`src/rtl/cnn_ctrl_pkg.sv`:
```
`default_nettype none
// +----------------------------------------------------------------------+
// | Module   : cnn_ctrl_pkg                                              |
// | Purpose  : Shared types, constants and helpers for the CNN layer     |
// |            read controller.                                          |
// | Revision : 1.0 - initial release                                     |
// +----------------------------------------------------------------------+
package cnn_ctrl_pkg;

   typedef enum logic [2:0] {
      IDLE  = 3'd0,
      LOAD  = 3'd1,
      CONV  = 3'd2,
      DRAIN = 3'd3,
      DONE  = 3'd4
   } state_t;

   localparam int ADDR_W        = 4;
   localparam int REGFILE_DEPTH = 16;

   // Number of output windows of a valid (no padding, stride 1) convolution.
   function automatic int calc_nw(input int img_w, input int ker);
      return (img_w - ker + 1) * (img_w - ker + 1);
   endfunction

   // Counter width for a range of n values; never narrower than one bit.
   function automatic int cnt_w(input int n);
      return (n > 1) ? $clog2(n) : 1;
   endfunction

endpackage
`default_nettype wire

```
`src/rtl/valid_delay_line.sv`:
```
`default_nettype none
// +----------------------------------------------------------------------+
// | Module   : valid_delay_line                                          |
// | Purpose  : DEPTH-stage 1-bit shift register; o_q is i_d delayed by   |
// |            exactly DEPTH clock edges. Async active-low reset.        |
// | Revision : 1.0 - initial release                                     |
// +----------------------------------------------------------------------+
module valid_delay_line #(
   parameter int DEPTH = 1
) (
   input  logic clk,
   input  logic rst_n,
   input  logic i_d,
   output logic o_q
);

   logic [DEPTH-1:0] r_sr;

   generate
      if (DEPTH == 1) begin : g_single
         // Single stage: plain flop.
         always_ff @(posedge clk or negedge rst_n) begin
            if (!rst_n) r_sr <= '0;
            else        r_sr <= i_d;
         end
      end else begin : g_multi
         // Shift towards the MSB; the MSB is the oldest sample.
         always_ff @(posedge clk or negedge rst_n) begin
            if (!rst_n) r_sr <= '0;
            else        r_sr <= {r_sr[DEPTH-2:0], i_d};
         end
      end
   endgenerate

   assign o_q = r_sr[DEPTH-1];

endmodule
`default_nettype wire

```
`src/rtl/conv_read_ctrl.sv`:
```
`default_nettype none
// +----------------------------------------------------------------------+
// | Module   : conv_read_ctrl                                            |
// | Purpose  : Layer-pass sequencer: loads IMG_W*IMG_W pixels into the   |
// |            register file, then strobes ReadEn KER times per window,  |
// |            marks acc_clr / out_valid for the MAC and pulses done.    |
// | Options  : CONV_READ_CTRL_PERF_EN adds the cycle_cnt[15:0] output.   |
// | Revision : 1.0 - initial release                                     |
// +----------------------------------------------------------------------+
module conv_read_ctrl
   import cnn_ctrl_pkg::*;
#(
   parameter int IMG_W    = 4,
   parameter int KER      = 3,
   parameter int PIPE_LAT = 1
) (
   input  logic              clk,
   input  logic              rst_n,
   input  logic              start,
   input  logic              in_valid,
   output logic              in_ready,
   output logic              WriteEn,
   output logic [ADDR_W-1:0] WriteReg,
   output logic              ReadEn,
   output logic              acc_clr,
   output logic              out_valid,
   output logic              busy,
`ifdef CONV_READ_CTRL_PERF_EN
   output logic [15:0]       cycle_cnt,
`endif
   output logic              done
);

   localparam int c_NPIX  = IMG_W * IMG_W;
   localparam int c_NW    = calc_nw(IMG_W, KER);
   localparam int c_PTR_W = cnt_w(c_NPIX);
   localparam int c_WIN_W = cnt_w(c_NW);
   localparam int c_TAP_W = cnt_w(KER);
   localparam int c_DRN_W = cnt_w(PIPE_LAT);

   localparam logic [c_PTR_W-1:0] c_PTR_LAST = c_PTR_W'(c_NPIX - 1);
   localparam logic [c_WIN_W-1:0] c_WIN_LAST = c_WIN_W'(c_NW - 1);
   localparam logic [c_TAP_W-1:0] c_TAP_LAST = c_TAP_W'(KER - 1);
   localparam logic [c_DRN_W-1:0] c_DRN_LAST = c_DRN_W'(PIPE_LAT - 1);

   state_t               r_state;
   state_t               w_next_state;
   logic [c_PTR_W-1:0]   r_wptr;
   logic [c_WIN_W-1:0]   r_win;
   logic [c_TAP_W-1:0]   r_tap;
   logic [c_DRN_W-1:0]   r_drain;

   logic w_last_tap;
   logic w_last_win;
   logic w_drain_end;
   logic w_window_end;

   assign w_last_tap   = (r_tap == c_TAP_LAST);
   assign w_last_win   = (r_win == c_WIN_LAST);
   assign w_drain_end  = (r_drain == c_DRN_LAST);
   assign w_window_end = ReadEn & w_last_tap;

   // State register.
   always_ff @(posedge clk or negedge rst_n) begin
      if (!rst_n) r_state <= IDLE;
      else        r_state <= w_next_state;
   end

   // Next-state and strobe decode; outputs default low outside their state.
   always_comb begin
      w_next_state = r_state;
      in_ready     = 1'b0;
      WriteEn      = 1'b0;
      ReadEn       = 1'b0;
      acc_clr      = 1'b0;
      done         = 1'b0;
      busy         = (r_state != IDLE);
      case (r_state)
         IDLE: begin
            if (start) w_next_state = LOAD;
         end
         LOAD: begin
            in_ready = 1'b1;
            WriteEn  = in_valid;
            if (in_valid && (r_wptr == c_PTR_LAST)) w_next_state = CONV;
         end
         CONV: begin
            ReadEn  = 1'b1;
            acc_clr = (r_tap == '0);
            if (w_last_tap && w_last_win) w_next_state = DRAIN;
         end
         DRAIN: begin
            if (w_drain_end) w_next_state = DONE;
         end
         DONE: begin
            done         = 1'b1;
            w_next_state = IDLE;
         end
         default: w_next_state = IDLE;
      endcase
   end

   // Register-file address is the write pointer, zero-extended.
   always_comb begin
      WriteReg              = '0;
      WriteReg[c_PTR_W-1:0] = r_wptr;
   end

   // Write pointer: advance per handshake, back to 0 after the last pixel.
   always_ff @(posedge clk or negedge rst_n) begin
      if (!rst_n) begin
         r_wptr <= '0;
      end else if (WriteEn) begin
         if (r_wptr == c_PTR_LAST) r_wptr <= '0;
         else                      r_wptr <= r_wptr + c_PTR_W'(1);
      end
   end

   // Tap counter: cycles 0..KER-1 for every window while convolving.
   always_ff @(posedge clk or negedge rst_n) begin
      if (!rst_n) begin
         r_tap <= '0;
      end else if (r_state == CONV) begin
         if (w_last_tap) r_tap <= '0;
         else            r_tap <= r_tap + c_TAP_W'(1);
      end
   end

   // Window counter: cleared while idle, advances at each window end.
   always_ff @(posedge clk or negedge rst_n) begin
      if (!rst_n) begin
         r_win <= '0;
      end else if (r_state == IDLE) begin
         r_win <= '0;
      end else if (w_window_end && !w_last_win) begin
         r_win <= r_win + c_WIN_W'(1);
      end
   end

   // Drain counter: times PIPE_LAT cycles, cleared on leaving DRAIN.
   always_ff @(posedge clk or negedge rst_n) begin
      if (!rst_n) begin
         r_drain <= '0;
      end else if (r_state == DRAIN) begin
         if (w_drain_end) r_drain <= '0;
         else             r_drain <= r_drain + c_DRN_W'(1);
      end
   end

   valid_delay_line #(
      .DEPTH (PIPE_LAT)
   ) u_valid_dly (
      .clk   (clk),
      .rst_n (rst_n),
      .i_d   (w_window_end),
      .o_q   (out_valid)
   );

`ifdef CONV_READ_CTRL_PERF_EN
   logic [15:0] r_cycle_cnt;

   // Restart at the IDLE->LOAD edge (that edge counts), then count busy edges, saturating.
   always_ff @(posedge clk or negedge rst_n) begin
      if (!rst_n) begin
         r_cycle_cnt <= '0;
      end else if ((r_state == IDLE) && start) begin
         r_cycle_cnt <= 16'd1;
      end else if (busy && (r_cycle_cnt != 16'hFFFF)) begin
         r_cycle_cnt <= r_cycle_cnt + 16'd1;
      end
   end

   assign cycle_cnt = r_cycle_cnt;
`else
   // Performance counter not built: no extra port or state.
`endif

endmodule
`default_nettype wire

```
`config.mk`:
```
export PLATFORM = sky130hd
export DESIGN_NAME = conv_read_ctrl
export DESIGN_NICKNAME = d
export VERILOG_FILES = /design/src/rtl/cnn_ctrl_pkg.sv /design/src/rtl/valid_delay_line.sv /design/src/rtl/conv_read_ctrl.sv
export SDC_FILE = /design/constraint.sdc
export NUM_CORES = 1
export LEC_CHECK = 0
export CORE_UTILIZATION = 42
export CTS_BUF_LIST = sky130_fd_sc_hd__clkbuf_16
export DETAILED_ROUTE_END_ITERATION = 7
export GPL_ROUTABILITY_DRIVEN = 1
export GPL_TIMING_DRIVEN = 0
export PLACE_DENSITY = 0.82
export SYNTH_ARGS = -nofsm -noshare
export SYNTH_HDL_FRONTEND = slang
export SYNTH_SLANG_ARGS = --single-unit
```
`constraint.sdc`:
```
create_clock -name clk -period 1.48 [get_ports clk]
set_clock_uncertainty 0.05 [all_clocks]
set_input_delay 0.296 -clock clk [delete_from_list [all_inputs] [get_ports clk]]
set_output_delay 0.296 -clock clk [all_outputs]
set_load 0.02 [all_outputs]
```
==> results by stage <==
Outcome:
- The flow ran to the end, but the final reports show violations.
- The checks that failed: setup timing.

Layout:
- The fraction of layout cells with a size suffix above 1 is 45.7%.
- In the final layout, the multi-input gates occupy 332 um2.
- Leaving out fill and tap cells, the most frequent cells in the layout are 13 x buf_6, 12 x buf_4, 11 x dfrtp_1.
- The net total in the final layout is 99.
- The area added between synthesis and finish is 70.1%.
- The number of diodes added for antenna fixing is 0.
- Fill cells in the final layout number 74.
- Across the whole layout, storage elements account for 302 um2.
- The most common cell after layout, fill and taps aside is buf_6.

Critical path:
- The worst setup path is of the flip-flop to output port kind.
- The data required time of the worst path is 1.13 ns.
- The data arrival time of the critical path is 1.44 ns.
- The critical path startpoint category is a flip-flop.
- The startpoint of the most critical setup path is r_state[1].
- In this run the worst path has a maximum fanout of 5.
- The reg-to-reg startpoint is r_state[1].
- The kind of end point of the critical path is an output port.

Routing:
- The final wirelength is 2040 um.
- The number of optimization iterations in the first detailed-route pass is 4.
- Dividing the detail-routed wire length by the instance count gives 19.1 um.
- The detailed router finished its first iteration with 30 violations.
- For this run, design rule violations remaining after detail routing come to 0.
- The ratio of routed vias to standard cells is 5.39.
- For this block, the via count after detailed routing is 577.
- The remaining antenna violation count is 0.

Synthesis:
- The number of nets in the synthesized netlist is 64.
- After synthesis, the netlist uses 27 different library cells.
- The number of cells produced by synthesis is 58.
- The per-instance average area after synthesis is 10.8 um2.
- The biggest area contributor in the post-synthesis netlist is dfrtp_1.
- The portion of synthesized cell area occupied by the leading cell type is 47.9%.
- Ranked by total cell area, the synthesized netlist is headed by dfrtp_1 48%, ha_1 4.0%, a21o_1 3.6%, buf_6 3.6%, mux2_2 3.6%.
- The sequential cell area fraction in the yosys report is 47.9%.
- Synthesis inferred 12 register bits.
- The netlist area before placement is 627 um2.
- During synthesis, Yosys emitted a total of 0 warnings.

Clock tree:
- TritonCTS built the clock tree.
- The clock root buffer is clkbuf_16.
- The post-CTS clock slew at the launch and capture registers of the worst setup and hold paths is 0.04 ns.
- The clock insertion delay at the later pin of the skew report is 0.24 ns.
- The count of H-tree levels built during CTS is 1.
- The maximum number of buffers from clock root to sink is 2.
- The number of sinks driven by the clock tree is 12.
- Clock tree synthesis inserted a total of 3 buffers.

Floorplan:
- The count of boundary I/O pins is 15.
- The floorplan die width is 40.6 um.
- From bottom edge to top edge, the die measures 40.6 um.
- The site row count is 13.
- The die footprint is 1650 um2.
- The core region is 1350 um2.
- The initial cell density of the core is 46.4%.

Placement:
- The final estimated routing congestion in global placement is 0.659.
- The count of buffers added on input and output ports is 14.
- The HPWL after detailed placement is 858 um.

Power and ir drop:
- In this run the power density over the cells is 1830 nW/um2.
- For this design the static power due to leakage is 0.523 nW.
- The largest vdd supply drop is 1.10 mV.
- The total power is 0.00195 W.

Timing:
- After layout, the minimum clock period comes to 1.78 ns.
- The final worst-path cycle share is 121%.
- Adding up every negative setup slack in the final design gives -2.32 ns.
- The fmax is 561 MHz.
- The final number of hold-violating endpoints is 0.
- Setup repair after global routing could not meet its margin everywhere.
- After layout, the worst setup slack is -0.304 ns.
- At the pin with the least slew margin, the transition time is 0.538 ns.
- The number of max-slew violations in the final report was 0.
- The number of endpoints failing setup at the final stage is 12.
- The worst pin sits at a relative slew slack of 64.0%.

GRT:
- The via count of the first global-routing pass is 514.
- Global routing finished with a remaining overflow of 0.
- The initial antenna violation count is 0.
- The first global-routing pass estimated 2350 um of wire.
- In the global route stage, overall resource usage came out at 23.3%.
- The largest net degree at the start of global routing is 13.

Job:
- The reported max-cap violation count is 0.

Worst hold path:
- The tightest min-delay check is of the input port to asynchronous set/reset pin type.
## critical path: stages, from the launching register on
cell and delay (ns):
dfrtp_1 0.34, buf_6 0.12, or3b_4 0.42, nor3_4 0.17
buf_6 0.15
## state kept, by name, indices dropped and copies added, names as in the netlist
name             count
r_tap                2
r_win                2
WriteReg             4
r_state              3
u_valid_dly.o_q      1
## cells in the mapped netlist
cell       n
and3_1     1
or3_1      1
nor3b_1    2
buf_6      2
ha_1       2
inv_1      4
nor3_4     1
xnor2_1    1
nor4bb_1   1
mux2i_1    2
dfrtp_1   12
buf_2      1
a21oi_1    2
a221oi_1   1
nor2_1     3
o21ai_1    1
mux2_2     2
nand2_1    6
a31oi_1    1
o21bai_1   1
a21o_1     3
buf_4      1
nand4_1    2
nand4b_1   1
or3b_1     1
nand2b_1   2
nor3_2     1
## per-stage QoR
stage	setup WS (ns)	hold WS [ns]	utilization, %	instances	area (um2)
finish	-0.304	0.361	79.0	107	1070
global route	-0.365	0.402	79.0	107	1070
CTS	-0.326	0.375	71.1	101	960
detailed placement	-0.749	0.448	58.7	87	792
global placement	-0.748	0.423	58.7	87	792
floorplan	-0.0862	-0.0496	-	58	633
## worst paths after layout
kind	endpoint	depth (start not counted)	slack, ns
min in group clk	r_state[1]	3	0.43
hold reg to reg	r_win[0]	1	0.45
setup / recovery	acc_clr	4	-0.30
setup reg to reg	WriteReg[0]	6	-0.19
hold / removal	WriteReg[0]	1	0.36
max in group asynchronous	r_state[2]	1	0.63
## power by group
part | switching, W | internal (W) | leakage (nW) | total [W]
sequential | 0.000122 | 0.000417 | 0.153 | 0.000539
combinational | 0.000415 | 0.000502 | 0.331 | 0.000916
clock | 0.000140 | 0.000356 | 0.0385 | 0.000496
total | 0.000677 | 0.00127 | 0.523 | 0.00195
## cells by family (layout without fill, tap and decap cells)
| kind of cell | Yosys count | count (layout) | share of synthesized area [%] |
|---|---|---|---|
| buffers and inverters | 8 | 42 | 7.98 |
| muxes | 4 | 4 | 6.79 |
| AOI/OAI and AO/OA | 9 | 9 | 9.58 |
| adders and majority gates | 2 | 2 | 3.99 |
| xor gates and xnor gates | 1 | 1 | 1.40 |
| DFF | 12 | 12 | 47.9 |
| and+or+nand+nor | 22 | 22 | 22.4 |
## metal layers
layer  share of wire (%)  track usage (%)
met1                  42             28.9
met2                  51             37.7
met3                 4.2             3.26
met4                 3.4             15.0
met5                   0                0
## repair_timing
item	CTS	global route
hold buffers	0	0
gates resized for setup	48	17
pin swaps	4	7
setup endpoints to repair	16	15
setup buffers	11	8
## final cells by class
cell class	count	share of cell area (%)
sequential	12	28.3
buffer	2	1.53
tap	15	1.76
clock buffer	3	7.04
clock inverter	1	0.352
multi-input combinational	38	31.1
timing repair buffer	32	28.3
inverter	4	1.64
(Power assumes the default switching activity.)
